[config.mk]
export PLATFORM = sky130hd
export DESIGN_NAME = im_prefetch
export DESIGN_NICKNAME = d
export VERILOG_FILES = /design/src/rtl/im_prefetch_pkg.sv /design/src/rtl/im_prefetch_fifo_sync.sv /design/src/rtl/im_prefetch.sv
export SDC_FILE = /design/constraint.sdc
export NUM_CORES = 1
export LEC_CHECK = 0
export CAP_MARGIN = 10
export CORE_AREA = 4 4 184 150
export DETAILED_ROUTE_END_ITERATION = 16
export DIE_AREA = 0 0 188 154
export PLACE_DENSITY = 0.69
export SLEW_MARGIN = 15
export SYNTH_ARGS = -nofsm -noshare
export SYNTH_HDL_FRONTEND = slang
export SYNTH_HIERARCHICAL = 1
export SYNTH_SLANG_ARGS = --single-unit
[constraint.sdc]
create_clock -name i_clk -period 3.95 [get_ports i_clk]
set_input_delay 0.79 -clock i_clk [delete_from_list [all_inputs] [get_ports i_clk]]
set_output_delay 0.79 -clock i_clk [all_outputs]
set_load 0.005 [all_outputs]
[src/rtl/im_prefetch_pkg.sv]
// Shared constants for the instruction prefetch buffer: word width, FSM encodings
// and address helpers.
package im_prefetch_pkg;

  localparam int unsigned XLEN = 32;

  localparam logic [1:0] IMPF_IDLE    = 2'd0;
  localparam logic [1:0] IMPF_FETCH   = 2'd1;
  localparam logic [1:0] IMPF_DISCARD = 2'd2;

  function automatic logic [XLEN-1:0] word_align(input logic [XLEN-1:0] addr);
    return addr & ~(XLEN'(3));
  endfunction

  function automatic logic [XLEN-1:0] next_word(input logic [XLEN-1:0] addr);
    return addr + XLEN'(4);
  endfunction

endpackage

[src/rtl/im_prefetch_fifo_sync.sv]
// Synchronous FIFO holding prefetched words; supports push and pop in the same cycle
// and a synchronous clear that overrides both.
module im_prefetch_fifo_sync #(
  parameter int unsigned DEPTH = 4,
  parameter int unsigned WIDTH = 32
) (
  input  logic                       clk,
  input  logic                       rst_n,
  input  logic                       clr,
  input  logic                       push,
  input  logic [WIDTH-1:0]           wdata,
  input  logic                       pop,
  output logic [WIDTH-1:0]           rdata,
  output logic [$clog2(DEPTH):0]     count
);

  localparam int unsigned AW = $clog2(DEPTH);

  logic [WIDTH-1:0] mem_q [DEPTH];
  logic [AW-1:0]    wr_ptr_q;
  logic [AW-1:0]    rd_ptr_q;
  logic [AW:0]      count_q;
  logic             do_push;
  logic             do_pop;
  logic             full;

  assign full    = (count_q == (AW + 1)'(DEPTH));
  assign do_pop  = pop && (count_q != '0);
  // A pop frees a slot in the same cycle, so a full FIFO still accepts push+pop.
  assign do_push = push && (!full || do_pop);

  always_ff @(posedge clk or negedge rst_n) begin
    if (!rst_n) begin
      wr_ptr_q <= '0;
      rd_ptr_q <= '0;
      count_q  <= '0;
    end else if (clr) begin
      wr_ptr_q <= '0;
      rd_ptr_q <= '0;
      count_q  <= '0;
    end else begin
      if (do_push) wr_ptr_q <= wr_ptr_q + AW'(1);
      if (do_pop)  rd_ptr_q <= rd_ptr_q + AW'(1);
      count_q <= count_q + (AW + 1)'(do_push) - (AW + 1)'(do_pop);
    end
  end

  always_ff @(posedge clk) begin
    if (do_push && !clr) mem_q[wr_ptr_q] <= wdata;
  end

  assign rdata = mem_q[rd_ptr_q];
  assign count = count_q;

endmodule

[src/rtl/im_prefetch.sv]
// Sequential instruction prefetch buffer between the i-cache miss port and instruction
// memory: serves sequential words from a small FIFO and redirects on non-sequential requests.
module im_prefetch
  import im_prefetch_pkg::*;
#(
  parameter int unsigned     DEPTH    = 4,
  parameter logic [XLEN-1:0] PC_RESET = '0
) (
  input  logic            i_clk,
  input  logic            i_rst,
  input  logic            i_req,
  input  logic [XLEN-1:0] i_addr,
  input  logic            i_flush,
  output logic [XLEN-1:0] o_data,
  output logic            o_ready,
  output logic            o_mem_req,
  output logic [XLEN-1:0] o_mem_addr,
  input  logic [XLEN-1:0] i_mem_data,
  input  logic            i_mem_ready
);

  localparam int unsigned  CW   = $clog2(DEPTH) + 1;
  localparam logic [CW-1:0] FULL = CW'(DEPTH);

  if ((DEPTH < 2) || ((DEPTH & (DEPTH - 1)) != 0)) begin : g_depth_check
    $error("im_prefetch: DEPTH must be a power of two and at least 2");
  end

  logic [1:0]      state_q, state_d;
  logic [XLEN-1:0] head_q, head_d;
  logic            stream_q, stream_d;
  logic            ready_q, ready_d;
  logic [XLEN-1:0] data_q, data_d;
  logic            mem_req_q, mem_req_d;
  logic [XLEN-1:0] mem_addr_q, mem_addr_d;

  logic            fifo_push, fifo_pop, fifo_clr;
  logic [XLEN-1:0] fifo_rdata;
  logic [CW-1:0]   fifo_count;

  logic [XLEN-1:0] req_addr;
  logic [XLEN-1:0] fetch_addr;
  logic            serve_ok, hit, pend, miss;

  im_prefetch_fifo_sync #(
    .DEPTH (DEPTH),
    .WIDTH (XLEN)
  ) u_fifo (
    .clk   (i_clk),
    .rst_n (i_rst),
    .clr   (fifo_clr),
    .push  (fifo_push),
    .wdata (i_mem_data),
    .pop   (fifo_pop),
    .rdata (fifo_rdata),
    .count (fifo_count)
  );

  assign req_addr   = word_align(i_addr);
  assign fetch_addr = head_q + (XLEN'(fifo_count) << 2);

  // A request is not re-evaluated in the cycle its previous service is presented.
  assign serve_ok = i_req && !ready_q;
  assign hit      = serve_ok && !i_flush && (fifo_count != '0) &&
                    (i_addr[XLEN-1:2] == head_q[XLEN-1:2]);
  assign pend     = serve_ok && !i_flush && (fifo_count == '0) && (state_q == IMPF_FETCH) &&
                    (i_addr[XLEN-1:2] == mem_addr_q[XLEN-1:2]);
  assign miss     = serve_ok && !hit && !pend;

  always_comb begin
    state_d    = state_q;
    head_d     = head_q;
    stream_d   = stream_q;
    ready_d    = 1'b0;
    data_d     = data_q;
    mem_req_d  = mem_req_q;
    mem_addr_d = mem_addr_q;
    fifo_push  = 1'b0;
    fifo_pop   = 1'b0;
    fifo_clr   = 1'b0;

    // Flush parks the stream until the next request restarts it via the miss path.
    if (i_flush) begin
      fifo_clr = 1'b1;
      stream_d = 1'b0;
    end
    if (hit) begin
      ready_d  = 1'b1;
      data_d   = fifo_rdata;
      fifo_pop = 1'b1;
      head_d   = next_word(head_q);
    end
    if (miss) begin
      head_d   = req_addr;
      fifo_clr = 1'b1;
      stream_d = 1'b1;
    end

    case (state_q)
      IMPF_IDLE: begin
        if (miss) begin
          state_d    = IMPF_FETCH;
          mem_req_d  = 1'b1;
          mem_addr_d = req_addr;
        end else if (stream_q && !i_flush && (fifo_count != FULL)) begin
          state_d    = IMPF_FETCH;
          mem_req_d  = 1'b1;
          mem_addr_d = fetch_addr;
        end
      end
      IMPF_FETCH: begin
        if (i_mem_ready) begin
          state_d   = IMPF_IDLE;
          mem_req_d = 1'b0;
          if (pend) begin
            ready_d = 1'b1;
            data_d  = i_mem_data;
            head_d  = next_word(head_q);
          end else if (!i_flush && !miss) begin
            fifo_push = 1'b1;
          end
        end else if (i_flush || miss) begin
          state_d = IMPF_DISCARD;
        end
      end
      IMPF_DISCARD: begin
        if (i_mem_ready) begin
          state_d   = IMPF_IDLE;
          mem_req_d = 1'b0;
        end
      end
      default: state_d = IMPF_IDLE;
    endcase
  end

  always_ff @(posedge i_clk or negedge i_rst) begin
    if (!i_rst) begin
      state_q    <= IMPF_IDLE;
      head_q     <= PC_RESET;
      stream_q   <= 1'b1;
      ready_q    <= 1'b0;
      data_q     <= '0;
      mem_req_q  <= 1'b0;
      mem_addr_q <= PC_RESET;
    end else begin
      state_q    <= state_d;
      head_q     <= head_d;
      stream_q   <= stream_d;
      ready_q    <= ready_d;
      data_q     <= data_d;
      mem_req_q  <= mem_req_d;
      mem_addr_q <= mem_addr_d;
    end
  end

  assign o_data     = data_q;
  assign o_ready    = ready_q;
  assign o_mem_req  = mem_req_q;
  assign o_mem_addr = mem_addr_q;

endmodule

==> impl_metrics.prom, run 1 <==
# TYPE chip_impl_metric gauge
chip_impl_metric{name="ant_nets",unit=""} 0
chip_impl_metric{name="max-clock-path-buffers",unit=""} 3
chip_impl_metric{name="max_slew_margin",unit=""} 0.3835
chip_impl_info{name="clock_tree_from_tritoncts",value="yes"} 1
chip_impl_metric{name="worst_slew_pin_slew",unit="ns"} 0.9248
chip_impl_metric{name="timing.hold.ws",unit="ns"} 0.2499
chip_impl_metric{name="gr_usage_total",unit=""} 0.2074
chip_impl_metric{name="yosys-mux-area-fraction",unit=""} 0.09194
chip_impl_metric{name="syn_avg_cell_area",unit="um^2"} 12.57
chip_impl_metric{name="die_area",unit="mm^2"} 0.02895
chip_impl_metric{name="clkSinkCount",unit=""} 236
chip_impl_metric{name="grt_first_pass_wirelength",unit="um"} 47420
chip_impl_metric{name="worst_setup_hold_path_clk_slew",unit="ns"} 0.06
chip_impl_metric{name="num_rows",unit=""} 53
chip_impl_metric{name="synth_enable_flop_cells",unit=""} 128
chip_impl_metric{name="finalSetupViolations",unit=""} 0
chip_impl_metric{name="chipHeight",unit="um"} 154
chip_impl_metric{name="synth_async_sr_flop_share",unit=""} 0.4576
chip_impl_metric{name="internal_power",unit="mW"} 5.224
chip_impl_metric{name="nets_in_the_synthesized_netlist",unit=""} 997
chip_impl_metric{name="route.detailed.wl_per_inst",unit="um"} 20.76
chip_impl_metric{name="route.final.wire_length",unit="um"} 30490
chip_impl_metric{name="required_worst_endpoint",unit="ns"} 4.35
chip_impl_metric{name="grt_pass1_vias",unit=""} 8029
chip_impl_metric{name="post_synthesis_share_of_cell_area_spent_on_full_adders_half_adders_and_majority_gates",unit=""} 0.01656
chip_impl_metric{name="antennaDiodeCount",unit=""} 0
chip_impl_metric{name="crit_share_post_route",unit=""} 0.9533
chip_impl_metric{name="post_synth_inst_count",unit=""} 914
chip_impl_metric{name="global_route.overflow_total",unit=""} 0
chip_impl_metric{name="count_of_boundary_i_o_pins",unit=""} 135
chip_impl_metric{name="vias",unit=""} 8063
chip_impl_metric{name="p_per_area",unit="mW/mm^2"} 486.4
chip_impl_metric{name="fmaxAchievable",unit="MHz"} 265.6
chip_impl_metric{name="initialDrtViolationCount",unit=""} 685
chip_impl_metric{name="synth.cell_area",unit="mm^2"} 0.01149
chip_impl_metric{name="final.fill_count",unit=""} 2145
chip_impl_metric{name="clkPwrFrac",unit=""} 0.359
chip_impl_metric{name="core-area",unit="mm^2"} 0.02593
chip_impl_metric{name="ctsHtreeMaxLevel",unit=""} 1
chip_impl_metric{name="synth-compound-area-share",unit=""} 0.08671
chip_impl_info{name="timing_worst_setup_path_type",value="input port to flip-flop"} 1
chip_impl_metric{name="power.leakage",unit="nW"} 5.594
chip_impl_metric{name="depth_of_the_most_critical_reg_to_reg_path",unit=""} 13
chip_impl_metric{name="netSwitchingPower",unit="mW"} 1.928
chip_impl_info{name="combinational_family_with_the_most_area_after_synthesis",value="simple AND/OR/NAND/NOR gates"} 1
chip_impl_metric{name="netlist_cell_types",unit=""} 58
chip_impl_metric{name="detail_route.first_pass.iterations",unit=""} 5
chip_impl_metric{name="total_of_flip_flops_plus_latches_after_synthesis",unit=""} 236
chip_impl_info{name="hold_class",value="input port to async pin"} 1
chip_impl_metric{name="multi_input_area",unit="mm^2"} 0.004622
chip_impl_info{name="reg2reg_from",value="head_q[2]$_DFF_PN0_"} 1
chip_impl_info{name="startpoint_kind_of_the_worst_setup_timing_path",value="input port"} 1
chip_impl_metric{name="die_w",unit="um"} 188
chip_impl_metric{name="drc",unit=""} 0
chip_impl_metric{name="post_synth_and_or_nand_nor_area_fraction",unit=""} 0.1170
chip_impl_metric{name="worst-path-max-fanout",unit=""} 3
chip_impl_metric{name="finish.net_count",unit=""} 1177
chip_impl_metric{name="cts_made_buffers",unit=""} 25
chip_impl_info{name="worstReg2RegEnd",value="u_fifo/count[2]$_DFF_PN0_"} 1
chip_impl_metric{name="clock_skew",unit="ns"} 0.01360
chip_impl_metric{name="postCtsHoldBufs",unit=""} 0
chip_impl_metric{name="insertion_delay",unit="ns"} 0.51
chip_impl_metric{name="synth.yosys.warnings",unit=""} 6
chip_impl_metric{name="number_of_port_buffers",unit=""} 132
chip_impl_info{name="clock_root_buffer",value="sky130_fd_sc_hd__clkbuf_16"} 1
chip_impl_metric{name="pwr-share-seq",unit=""} 0.425
chip_impl_metric{name="fin_cells",unit=""} 1469
chip_impl_metric{name="synth.top_cell.area_share",unit=""} 0.3346
chip_impl_metric{name="combinationalPowerShare",unit=""} 0.217
chip_impl_metric{name="area.sequential",unit="mm^2"} 0.006549
chip_impl_metric{name="timing.max_cap.violations",unit=""} 0
chip_impl_metric{name="critical_path_arrival",unit="ns"} 4.16
chip_impl_info{name="run_status",value="complete, no violations"} 1
chip_impl_metric{name="min_period",unit="ns"} 3.766
chip_impl_metric{name="setup-tns-final",unit="ns"} 0
chip_impl_info{name="rsz_0062_raised_after_global_routing",value="no"} 1
chip_impl_info{name="netlist.top_cell.by_area",value="sky130_fd_sc_hd__edfxtp_1"} 1
chip_impl_metric{name="final-hold-violation-count",unit=""} 0
chip_impl_metric{name="fraction_of_power_spent_switching_nets",unit=""} 0.2696
chip_impl_metric{name="antenna_found_initial",unit=""} 0
chip_impl_metric{name="layout_area_growth_over_synthesis",unit="%"} 28.03
chip_impl_info{name="setup.worst_path.start",value="i_addr[4]"} 1
chip_impl_info{name="timing.critical_path.to_type",value="flip-flop"} 1
chip_impl_metric{name="rd_place_congestion",unit=""} 0.9684
chip_impl_metric{name="grt_start_max_net_pins",unit=""} 66
chip_impl_metric{name="drt-vias-per-instance",unit=""} 5.489
chip_impl_info{name="synth_flop_cell",value="sky130_fd_sc_hd__edfxtp_1"} 1
chip_impl_metric{name="reg2reg_slack",unit="ns"} 0.45
chip_impl_metric{name="hpwlAfterDp",unit="um"} 21630
chip_impl_info{name="synth_area_leaders",value="sky130_fd_sc_hd__edfxtp_1, sky130_fd_sc_hd__dfrtp_1, sky130_fd_sc_hd__mux4_2"} 1
chip_impl_metric{name="yosysSeqAreaShare",unit=""} 0.5700
chip_impl_metric{name="start_util",unit=""} 0.4430
chip_impl_metric{name="timing_max_transition_violations_final",unit=""} 0
chip_impl_metric{name="post-place-cells",unit=""} 1424
chip_impl_metric{name="synth_xor_xnor_area_share",unit=""} 0.08845
chip_impl_metric{name="vdd.ir_drop.worst",unit="mV"} 0.2731
chip_impl_metric{name="drive_above_1_share",unit=""} 0.1700
==> state kept, by name (all words and copies together) (netlist names) <==
register,flops
u_fifo/wr_ptr_q,2
u_fifo/mem_q,128
head_q,32
u_fifo/count,3
o_data,32
o_ready,1
o_mem_addr,32
o_mem_req,1
state_q,2
u_fifo/rd_ptr_q,2
stream_q,1
==> synthesized netlist by cell type, drive strengths merged (2+ instances only) <==
library cell    n
a211oi          3
a21o            4
a21oi          50
a221o          25
a22o            4
a22oi          14
and2            7
and3            8
buf            19
clkbuf         46
dfrtp         107
edfxtp        128
fa              2
ha             12
inv             8
mux2i          32
mux4           32
nand2          36
nand2b          9
nand3          14
nand4          33
nor2           97
nor2b          18
nor3            8
nor3b           3
nor4           18
nor4b           2
o211ai          2
o21ai          15
o221a           4
o22ai          12
o311ai          2
o31ai           2
or2             5
or4             4
xnor2          70
xor2           46
==> power groups by stage <==
stage          clock (mW)  combinational [mW]  sequential, mW
3_5_place_dp            0                1.53            3.08
3_3_place_gp            0                1.52            3.08
4_1_cts              2.63                1.54            3.04
6_report             2.57                1.55            3.04
2_1_floorplan           0               0.732            3.00
5_1_grt              2.73                1.66            3.06
==> layout make-up <==
type / instances / area share
tap: 357 / 0.03038
clock buffer: 28 / 0.04467
clock inverter: 17 / 0.01676
sequential: 236 / 0.4453
inverter: 8 / 0.002042
multi-input combinational: 605 / 0.3143
timing repair buffer: 218 / 0.1465
==> metrics by stage <==
step	utilization	area (um^2)	setup slack [ns]	power, mW
after CTS	0.5669	14700	0.1274	7.208
after global placement	0.5320	13790	-0.4092	4.603
after detailed placement	0.5320	13790	-0.4037	4.613
after global routing	0.5671	14710	0.04736	7.454
after floorplan	-	11490	0.02209	3.728
final	0.5671	14710	0.1845	7.153
==> cells in the final DEF (no fill, tap or decap), types with 9 or more instances in the layout <==
| master | Yosys | layout |
|---|---|---|
| sky130_fd_sc_hd__clkdlybuf4s50_1 | 0 | 130 |
| sky130_fd_sc_hd__edfxtp_1 | 128 | 128 |
| sky130_fd_sc_hd__dfrtp_1 | 107 | 106 |
| sky130_fd_sc_hd__nor2_1 | 96 | 95 |
| sky130_fd_sc_hd__buf_4 | 0 | 72 |
| sky130_fd_sc_hd__xnor2_1 | 70 | 70 |
| sky130_fd_sc_hd__a21oi_1 | 50 | 50 |
| sky130_fd_sc_hd__xor2_1 | 46 | 46 |
| sky130_fd_sc_hd__nand2_1 | 36 | 36 |
| sky130_fd_sc_hd__nand4_1 | 33 | 33 |
| sky130_fd_sc_hd__mux2i_1 | 32 | 32 |
| sky130_fd_sc_hd__mux4_2 | 32 | 32 |
| sky130_fd_sc_hd__a221o_1 | 25 | 25 |
| sky130_fd_sc_hd__clkbuf_16 | 0 | 25 |
| sky130_fd_sc_hd__nor4_1 | 18 | 18 |
| sky130_fd_sc_hd__nor2b_1 | 17 | 16 |
| sky130_fd_sc_hd__o21ai_0 | 15 | 15 |
| sky130_fd_sc_hd__buf_12 | 0 | 15 |
| sky130_fd_sc_hd__a22oi_1 | 14 | 14 |
| sky130_fd_sc_hd__nand3_1 | 14 | 13 |
| sky130_fd_sc_hd__o22ai_1 | 12 | 12 |
| sky130_fd_sc_hd__ha_1 | 12 | 12 |
| sky130_fd_sc_hd__nand2b_1 | 9 | 9 |
==> per-layer routing <==
metal / track usage / part of all wire / vias up
li1: - / - / 3768
met1: 0.3204 / 0.47 / 3963
met2: 0.3052 / 0.43 / 284
met3: 0.04063 / 0.073 / 48
met4: 0.04577 / 0.023 / 0
met5: 0 / 0 / -
==> worst max-delay path, cell delays in order <==
cell and delay [ns]:
sky130_fd_sc_hd__clkdlybuf4s50_1 0.46, sky130_fd_sc_hd__xor2_1 0.22, sky130_fd_sc_hd__or4_1 0.48, sky130_fd_sc_hd__or4_1 0.52
sky130_fd_sc_hd__or2_2 0.33, sky130_fd_sc_hd__nand2_1 0.09, sky130_fd_sc_hd__and3_4 0.20, sky130_fd_sc_hd__nor2b_2 0.15
sky130_fd_sc_hd__a21o_2 0.13, sky130_fd_sc_hd__ha_1 0.13, sky130_fd_sc_hd__inv_1 0.05, sky130_fd_sc_hd__fa_1 0.40
sky130_fd_sc_hd__xnor2_1 0.17, sky130_fd_sc_hd__nor2_1 0.06
==> cell families (layout without fill, tap and decap cells) <==
logic type / count (synthesis) / after routing
simple gates: 266 / 266
flops: 236 / 236
compound gates: 144 / 144
xor+xnor: 116 / 116
buf+inv: 73 / 271
mux: 65 / 65
fa+ha+maj: 14 / 14
==> how the worst max path moves through the flow <==
stage | cells after the start | slack (ns) | endpoint
after floorplan | 10 | 0.02 | u_fifo/mem_q[0][0]$_DFFE_PP_
after detailed placement | 14 | -0.40 | u_fifo/count[2]$_DFF_PN0_
final | 14 | 0.18 | u_fifo/count[2]$_DFF_PN0_
after global placement | 14 | -0.41 | u_fifo/count[2]$_DFF_PN0_
after global routing | 15 | 0.05 | u_fifo/count[2]$_DFF_PN0_
after CTS | 14 | 0.13 | u_fifo/count[2]$_DFF_PN0_
==> repair_timing <==
| action | 4_1_cts | 5_1_grt |
|---|---|---|
| setup buffers | 0 | 0 |
| gates resized for setup | 0 | 2 |
| endpoints found under the setup margin | 0 | 1 |
Power figures use the tool's default switching activity.
==> run 2, diff against run 1 <==
CORE_AREA = 2 2 182 148   (was 4 4 184 150)
DIE_AREA = 0 0 184 150   (was 0 0 188 154)
==> impl_metrics.prom, run 2 (same netlist as run 1, synthesis figures left out) <==
# TYPE chip_impl_metric gauge
chip_impl_metric{name="final_core_utilization",unit=""} 0.5641
chip_impl_metric{name="global_route.overflow_total",unit=""} 0
chip_impl_info{name="run_status",value="complete, no violations"} 1
chip_impl_metric{name="number_of_port_buffers",unit=""} 132
chip_impl_metric{name="power.leakage",unit="nW"} 5.538
chip_impl_metric{name="final.fill_count",unit=""} 2128
chip_impl_metric{name="timing.max_cap.violations",unit=""} 0
chip_impl_metric{name="worst_setup_hold_path_clk_slew",unit="ns"} 0.06
chip_impl_metric{name="largest_register_ff_count",unit=""} 128
chip_impl_metric{name="ant_nets",unit=""} 0
chip_impl_info{name="mostFrequentLayoutCells",value="sky130_fd_sc_hd__clkdlybuf4s50_1, sky130_fd_sc_hd__edfxtp_1, sky130_fd_sc_hd__dfrtp_1"} 1
chip_impl_metric{name="depth_of_the_most_critical_reg_to_reg_path",unit=""} 13
chip_impl_metric{name="worst-path-max-fanout",unit=""} 3
chip_impl_metric{name="required_worst_endpoint",unit="ns"} 4.36
chip_impl_info{name="reg2reg_from",value="head_q[2]$_DFF_PN0_"} 1
chip_impl_metric{name="route.final.wire_length",unit="um"} 30440
chip_impl_metric{name="multi_input_area",unit="mm^2"} 0.004619
chip_impl_metric{name="grt_pass1_vias",unit=""} 7977
chip_impl_metric{name="die_w",unit="um"} 184
chip_impl_metric{name="final-hold-violation-count",unit=""} 0
chip_impl_metric{name="grt_first_pass_wirelength",unit="um"} 46860
chip_impl_metric{name="layout_area_growth_over_synthesis",unit="%"} 27.00
chip_impl_metric{name="route.detailed.wl_per_inst",unit="um"} 21.11
chip_impl_metric{name="vias",unit=""} 8134
chip_impl_metric{name="fmaxAchievable",unit="MHz"} 258.5
chip_impl_metric{name="drive_above_1_share",unit=""} 0.1620
chip_impl_metric{name="postCtsHoldBufs",unit=""} 0
chip_impl_metric{name="insertion_delay",unit="ns"} 0.52
chip_impl_metric{name="crit_share_post_route",unit=""} 0.9792
chip_impl_metric{name="clock_skew",unit="ns"} 0.01086
chip_impl_metric{name="area.sequential",unit="mm^2"} 0.006549
chip_impl_info{name="top_reg_by_flops",value="u_fifo/mem_q"} 1
chip_impl_metric{name="rd_place_congestion",unit=""} 0.9662
chip_impl_metric{name="clkSinkCount",unit=""} 236
chip_impl_metric{name="finish.net_count",unit=""} 1174
chip_impl_metric{name="stdcell_area",unit="mm^2"} 0.01459
chip_impl_info{name="timing.critical_path.to_type",value="flip-flop"} 1
chip_impl_info{name="rsz_0062_raised_after_global_routing",value="no"} 1
chip_impl_metric{name="detail_route.first_pass.iterations",unit=""} 4
chip_impl_metric{name="start_util",unit=""} 0.4441
chip_impl_metric{name="drt-vias-per-instance",unit=""} 5.641
chip_impl_metric{name="ctsHtreeMaxLevel",unit=""} 1
chip_impl_metric{name="grt_start_max_net_pins",unit=""} 60
chip_impl_metric{name="gr_usage_total",unit=""} 0.2228
chip_impl_metric{name="drc",unit=""} 0
chip_impl_metric{name="critical_path_arrival",unit="ns"} 4.28
chip_impl_info{name="hold_class",value="input port to async pin"} 1
chip_impl_metric{name="hpwlAfterDp",unit="um"} 21140
chip_impl_metric{name="min_period",unit="ns"} 3.868
chip_impl_info{name="startpoint_kind_of_the_worst_setup_timing_path",value="input port"} 1
chip_impl_metric{name="initialDrtViolationCount",unit=""} 746
chip_impl_metric{name="max_slew_margin",unit=""} 0.4379
chip_impl_metric{name="setup-tns-final",unit="ns"} 0
chip_impl_info{name="clock_tree_from_tritoncts",value="yes"} 1
chip_impl_info{name="worstReg2RegEnd",value="u_fifo/count[2]$_DFF_PN0_"} 1
chip_impl_info{name="clock_root_buffer",value="sky130_fd_sc_hd__clkbuf_16"} 1
chip_impl_metric{name="max-clock-path-buffers",unit=""} 3
chip_impl_info{name="timing_worst_setup_path_type",value="input port to flip-flop"} 1
chip_impl_metric{name="core-area",unit="mm^2"} 0.02586
chip_impl_metric{name="worst_slew_pin_slew",unit="ns"} 0.8431
chip_impl_metric{name="p_per_area",unit="mW/mm^2"} 482.3
chip_impl_metric{name="chipHeight",unit="um"} 150
chip_impl_metric{name="placement.cell_area",unit="mm^2"} 0.01369
chip_impl_metric{name="vdd.ir_drop.worst",unit="mV"} 0.3420
chip_impl_metric{name="finalSetupViolations",unit=""} 0
chip_impl_metric{name="cts_made_buffers",unit=""} 26
chip_impl_info{name="final_common_cell",value="sky130_fd_sc_hd__clkdlybuf4s50_1"} 1
chip_impl_metric{name="num_rows",unit=""} 53
chip_impl_metric{name="count_of_boundary_i_o_pins",unit=""} 135
chip_impl_metric{name="antenna_found_initial",unit=""} 1
chip_impl_metric{name="reg2reg_slack",unit="ns"} 0.42
chip_impl_metric{name="die_area",unit="mm^2"} 0.02760
chip_impl_metric{name="timing_max_transition_violations_final",unit=""} 0
## run 2: cell count changes in the layout (fill, tap and decap cells not counted), moves of 2 or more
cell | previous run | this run
sky130_fd_sc_hd__buf_12 | 15 | 12
sky130_fd_sc_hd__bufinv_16 | 6 | 4
sky130_fd_sc_hd__clkbuf_1 | 1 | 5
sky130_fd_sc_hd__clkbuf_16 | 25 | 27
sky130_fd_sc_hd__clkinv_1 | 1 | 4
sky130_fd_sc_hd__clkinv_2 | 6 | 3
## run 2: worst max-delay path by stage
stage	start	endpoint	slack, ns
after floorplan	i_addr[17]	u_fifo/mem_q[0][0]$_DFFE_PP_	0.02
after global placement	i_addr[2]	u_fifo/count[2]$_DFF_PN0_	-0.43
after detailed placement	i_addr[2]	u_fifo/count[2]$_DFF_PN0_	-0.45
after CTS	i_addr[2]	u_fifo/count[2]$_DFF_PN0_	0.08
after global routing	i_addr[2]	u_fifo/count[2]$_DFF_PN0_	0.01
final	i_addr[2]	u_fifo/count[2]$_DFF_PN0_	0.08
## run 2: critical path: stages
cell and delay (ns):
sky130_fd_sc_hd__clkdlybuf4s50_1 0.50, sky130_fd_sc_hd__xor2_1 0.22, sky130_fd_sc_hd__or4_1 0.53, sky130_fd_sc_hd__or4_1 0.52, sky130_fd_sc_hd__or2_2 0.33, sky130_fd_sc_hd__nand2_1 0.10, sky130_fd_sc_hd__and3_4 0.20, sky130_fd_sc_hd__nor2b_2 0.15
sky130_fd_sc_hd__a21o_2 0.13, sky130_fd_sc_hd__ha_1 0.13, sky130_fd_sc_hd__inv_1 0.05, sky130_fd_sc_hd__fa_1 0.41, sky130_fd_sc_hd__xnor2_1 0.17, sky130_fd_sc_hd__nor2_1 0.05
## run 2: area by class of cell
| class | count | area share |
|---|---|---|
| Inverter | 8 | 0.002059 |
| Antenna cell | 1 | 0.0001715 |
| Timing Repair Buffer | 214 | 0.1429 |
| Clock inverter | 15 | 0.01244 |
| Sequential cell | 236 | 0.4489 |
| Tap cell | 330 | 0.02830 |
| Clock buffer | 33 | 0.04855 |
| Multi-Input combinational cell | 605 | 0.3167 |
## run 2: power by group
| part | internal (mW) | total (mW) | switching, mW |
|---|---|---|---|
| Combinational | 0.786 | 1.48 | 0.699 |
| Sequential | 2.79 | 3.04 | 0.245 |
| Clock | 1.53 | 2.51 | 0.985 |
| Total | 5.11 | 7.04 | 1.93 |
## run 2: per-stage QoR
stage / hold WS (ns) / cells / worst slack [ns] / total power [mW]
after floorplan: 0.4545 / 914 / 0.02209 / 3.728
after global placement: 0.4780 / 1393 / -0.4287 / 4.532
after detailed placement: 0.4855 / 1393 / -0.4516 / 4.546
after CTS: 0.3233 / 1441 / 0.08034 / 7.078
after global routing: 0.3544 / 1442 / 0.01019 / 7.320
final: 0.3061 / 1442 / 0.08207 / 7.036
## run 2: what timing repair did
action,CTS,global route
gates resized for setup,0,1
setup endpoints to repair,0,1
buffers inserted,0,0
## run 2: routing by layer
metal  up-vias  track usage  routed length (um)
met1      4087       0.3464               14650
met3        28      0.03918                1941
li1       3758            -                   -
met4         0      0.04240                 365
met5         -            0                   0
met2       261       0.3287               13480
==> run 3, diff against run 2 <==
--- a/config.mk
+++ b/config.mk
@@ -11,2 +11,3 @@
 export DIE_AREA = 0 0 184 150
+export GPL_ROUTABILITY_DRIVEN = 0
 export PLACE_DENSITY = 0.69
==> constraint.sdc (replaced) <==
create_clock -name i_clk -period 3.95 [get_ports i_clk]
set_input_delay 0.9875 -clock i_clk [delete_from_list [all_inputs] [get_ports i_clk]]
set_output_delay 0.9875 -clock i_clk [all_outputs]
set_load 0.005 [all_outputs]
==> impl_metrics.prom, run 3 (same netlist as run 1, synthesis figures left out) <==
# TYPE chip_impl_metric gauge
chip_impl_metric{name="global_route.overflow_total",unit=""} 0
chip_impl_metric{name="start_util",unit=""} 0.4441
chip_impl_metric{name="detail_route.first_pass.iterations",unit=""} 5
chip_impl_metric{name="drive_above_1_share",unit=""} 0.1813
chip_impl_metric{name="initialDrtViolationCount",unit=""} 693
chip_impl_metric{name="p_per_area",unit="mW/mm^2"} 471.5
chip_impl_metric{name="insertion_delay",unit="ns"} 0.52
chip_impl_metric{name="min_period",unit="ns"} 3.859
chip_impl_metric{name="cts_made_buffers",unit=""} 25
chip_impl_metric{name="count_of_boundary_i_o_pins",unit=""} 135
chip_impl_metric{name="final-hold-violation-count",unit=""} 0
chip_impl_metric{name="grt_start_max_net_pins",unit=""} 66
chip_impl_metric{name="die_w",unit="um"} 184
chip_impl_metric{name="grt_first_pass_wirelength",unit="um"} 47130
chip_impl_metric{name="ant_nets",unit=""} 0
chip_impl_metric{name="final.fill_count",unit=""} 2121
chip_impl_metric{name="critical_path_arrival",unit="ns"} 4.26
chip_impl_metric{name="combinationalPowerShare",unit=""} 0.232
chip_impl_metric{name="setup-tns-final",unit="ns"} 0
chip_impl_metric{name="timing_max_transition_violations_final",unit=""} 0
chip_impl_metric{name="route.detailed.wl_per_inst",unit="um"} 20.91
chip_impl_metric{name="fraction_of_power_spent_switching_nets",unit=""} 0.2783
chip_impl_metric{name="max-clock-path-buffers",unit=""} 3
chip_impl_info{name="run_status",value="complete, no violations"} 1
chip_impl_metric{name="drc",unit=""} 0
chip_impl_metric{name="num_rows",unit=""} 53
chip_impl_metric{name="finalSetupViolations",unit=""} 0
chip_impl_metric{name="placement.cell_area",unit="mm^2"} 0.01389
chip_impl_metric{name="ctsHtreeMaxLevel",unit=""} 1
chip_impl_metric{name="grt_pass1_vias",unit=""} 8077
chip_impl_metric{name="gr_usage_total",unit=""} 0.2245
chip_impl_metric{name="largest_register_ff_count",unit=""} 128
chip_impl_info{name="final_common_cell",value="sky130_fd_sc_hd__edfxtp_1"} 1
chip_impl_info{name="mostFrequentLayoutCells",value="sky130_fd_sc_hd__edfxtp_1, sky130_fd_sc_hd__clkdlybuf4s50_1, sky130_fd_sc_hd__dfrtp_1"} 1
chip_impl_metric{name="clkSinkCount",unit=""} 236
chip_impl_metric{name="chipHeight",unit="um"} 150
chip_impl_info{name="timing_worst_setup_path_type",value="input port to flip-flop"} 1
chip_impl_metric{name="worst_setup_hold_path_clk_slew",unit="ns"} 0.06
chip_impl_metric{name="core-area",unit="mm^2"} 0.02586
chip_impl_metric{name="worst-path-max-fanout",unit=""} 3
chip_impl_metric{name="fin_cells",unit=""} 1461
chip_impl_info{name="timing.critical_path.to_type",value="flip-flop"} 1
chip_impl_metric{name="clkPwrFrac",unit=""} 0.331
chip_impl_metric{name="vdd.ir_drop.worst",unit="mV"} 0.3561
chip_impl_metric{name="max_slew_margin",unit=""} 0.4398
chip_impl_metric{name="fmaxAchievable",unit="MHz"} 259.1
chip_impl_metric{name="worst_slew_pin_slew",unit="ns"} 0.8403
chip_impl_metric{name="route.final.wire_length",unit="um"} 30550
chip_impl_metric{name="die_area",unit="mm^2"} 0.02760
chip_impl_metric{name="post-place-cells",unit=""} 1416
chip_impl_metric{name="finish.net_count",unit=""} 1196
chip_impl_info{name="clock_root_buffer",value="sky130_fd_sc_hd__clkbuf_16"} 1
chip_impl_metric{name="clock_skew",unit="ns"} 0.01133
chip_impl_metric{name="pwr-share-seq",unit=""} 0.438
chip_impl_metric{name="multi_input_area",unit="mm^2"} 0.004656
chip_impl_metric{name="vias",unit=""} 8288
chip_impl_metric{name="post_place_worst_slack",unit="ns"} -0.5975
chip_impl_metric{name="crit_share_post_route",unit=""} 0.9769
chip_impl_metric{name="internal_power",unit="mW"} 5.005
chip_impl_metric{name="layout_area_growth_over_synthesis",unit="%"} 28.07
chip_impl_info{name="clock_tree_from_tritoncts",value="yes"} 1
chip_impl_metric{name="antennaDiodeCount",unit=""} 0
chip_impl_metric{name="timing.max_cap.violations",unit=""} 0
chip_impl_info{name="hold_class",value="input port to async pin"} 1
chip_impl_metric{name="total_power",unit="mW"} 6.935
chip_impl_metric{name="hpwlAfterDp",unit="um"} 21440
chip_impl_metric{name="power.leakage",unit="nW"} 5.653
chip_impl_metric{name="drt-vias-per-instance",unit=""} 5.673
chip_impl_metric{name="stdcell_area",unit="mm^2"} 0.01471
chip_impl_metric{name="area.sequential",unit="mm^2"} 0.006549
chip_impl_metric{name="antenna_found_initial",unit=""} 0
chip_impl_metric{name="number_of_port_buffers",unit=""} 132
chip_impl_metric{name="final_critical_path_setup_slack",unit="ns"} 0.09119
chip_impl_metric{name="postCtsHoldBufs",unit=""} 0
chip_impl_metric{name="netSwitchingPower",unit="mW"} 1.930
chip_impl_metric{name="required_worst_endpoint",unit="ns"} 4.35
chip_impl_info{name="top_reg_by_flops",value="u_fifo/mem_q"} 1
chip_impl_info{name="startpoint_kind_of_the_worst_setup_timing_path",value="input port"} 1
-- run 3: cell types whose count changed in the layout (fill, tap and decap cells not counted), moves of 4 or more --
cell,delta
sky130_fd_sc_hd__and2_2,-4
sky130_fd_sc_hd__buf_4,+23
sky130_fd_sc_hd__clkdlybuf4s50_1,-5
sky130_fd_sc_hd__dlymetal6s2s_1,+4
sky130_fd_sc_hd__and2_4,+4
-- run 3: power groups by stage --
stage	logic, mW	clock network [mW]	registers (mW)
after floorplan	0.734	0	3.00
after global placement	1.56	0	3.08
after detailed placement	1.58	0	3.08
after CTS	1.59	2.34	3.03
after global routing	1.72	2.44	3.07
final	1.61	2.29	3.04
-- run 3: metrics by stage --
stage,utilization,hold slack (ns)
floorplan,-,0.4545
global placement,0.5371,0.4786
detailed placement,0.5371,0.4809
CTS,0.5680,0.3505
global route,0.5688,0.3581
finish,0.5688,0.3591
-- run 3: critical path, stage by stage --
cell,delay [ns]
sky130_fd_sc_hd__clkdlybuf4s50_1,0.45
sky130_fd_sc_hd__xor2_1,0.22
sky130_fd_sc_hd__or4_1,0.53
sky130_fd_sc_hd__or4_4,0.44
sky130_fd_sc_hd__or2_4,0.29
sky130_fd_sc_hd__nand2_4,0.07
sky130_fd_sc_hd__and3_4,0.18
sky130_fd_sc_hd__nor2b_4,0.14
sky130_fd_sc_hd__a21o_2,0.13
sky130_fd_sc_hd__ha_1,0.14
sky130_fd_sc_hd__inv_1,0.05
sky130_fd_sc_hd__fa_1,0.40
sky130_fd_sc_hd__xnor2_1,0.17
sky130_fd_sc_hd__nor2_1,0.05
-- run 3: layer usage --
metal	vias up	global-route usage	wire length, um
li1	3807	-	-
met1	4108	0.3483	14210
met2	325	0.3202	13200
met3	48	0.04405	2434
met4	0	0.05920	709
met5	-	0	0
-- run 3: final cells by class --
type | instances | area share
Inverter | 8 | 0.002041
Tap cell | 330 | 0.02807
Multi-Input combinational cell | 605 | 0.3165
Clock inverter | 15 | 0.009016
Sequential cell | 236 | 0.4452
Clock buffer | 30 | 0.04516
Timing Repair Buffer | 237 | 0.1540
-- run 3: worst paths after layout --
kind / start / to / slack (ns) / depth (start not counted)
max: i_addr[19] / u_fifo/count[2]$_DFF_PN0_ / 0.09 / 14
min: i_rst / head_q[18]$_DFF_PN0_ / 0.36 / 1
max reg2reg: head_q[2]$_DFF_PN0_ / u_fifo/count[2]$_DFF_PN0_ / 0.50 / 13
min reg2reg: stream_q$_DFFE_PN1P_ / stream_q$_DFFE_PN1P_ / 0.49 / 2
max in group asynchronous: i_rst / state_q[0]$_DFFE_PN0P_ / 2.85 / 2
min in group i_clk: stream_q$_DFFE_PN1P_ / stream_q$_DFFE_PN1P_ / 0.49 / 2
-- run 3: timing repair --
item	CTS	global route
pin swaps	0	1
setup endpoints to repair	58	20
resized for setup	2	6
setup buffers	0	0
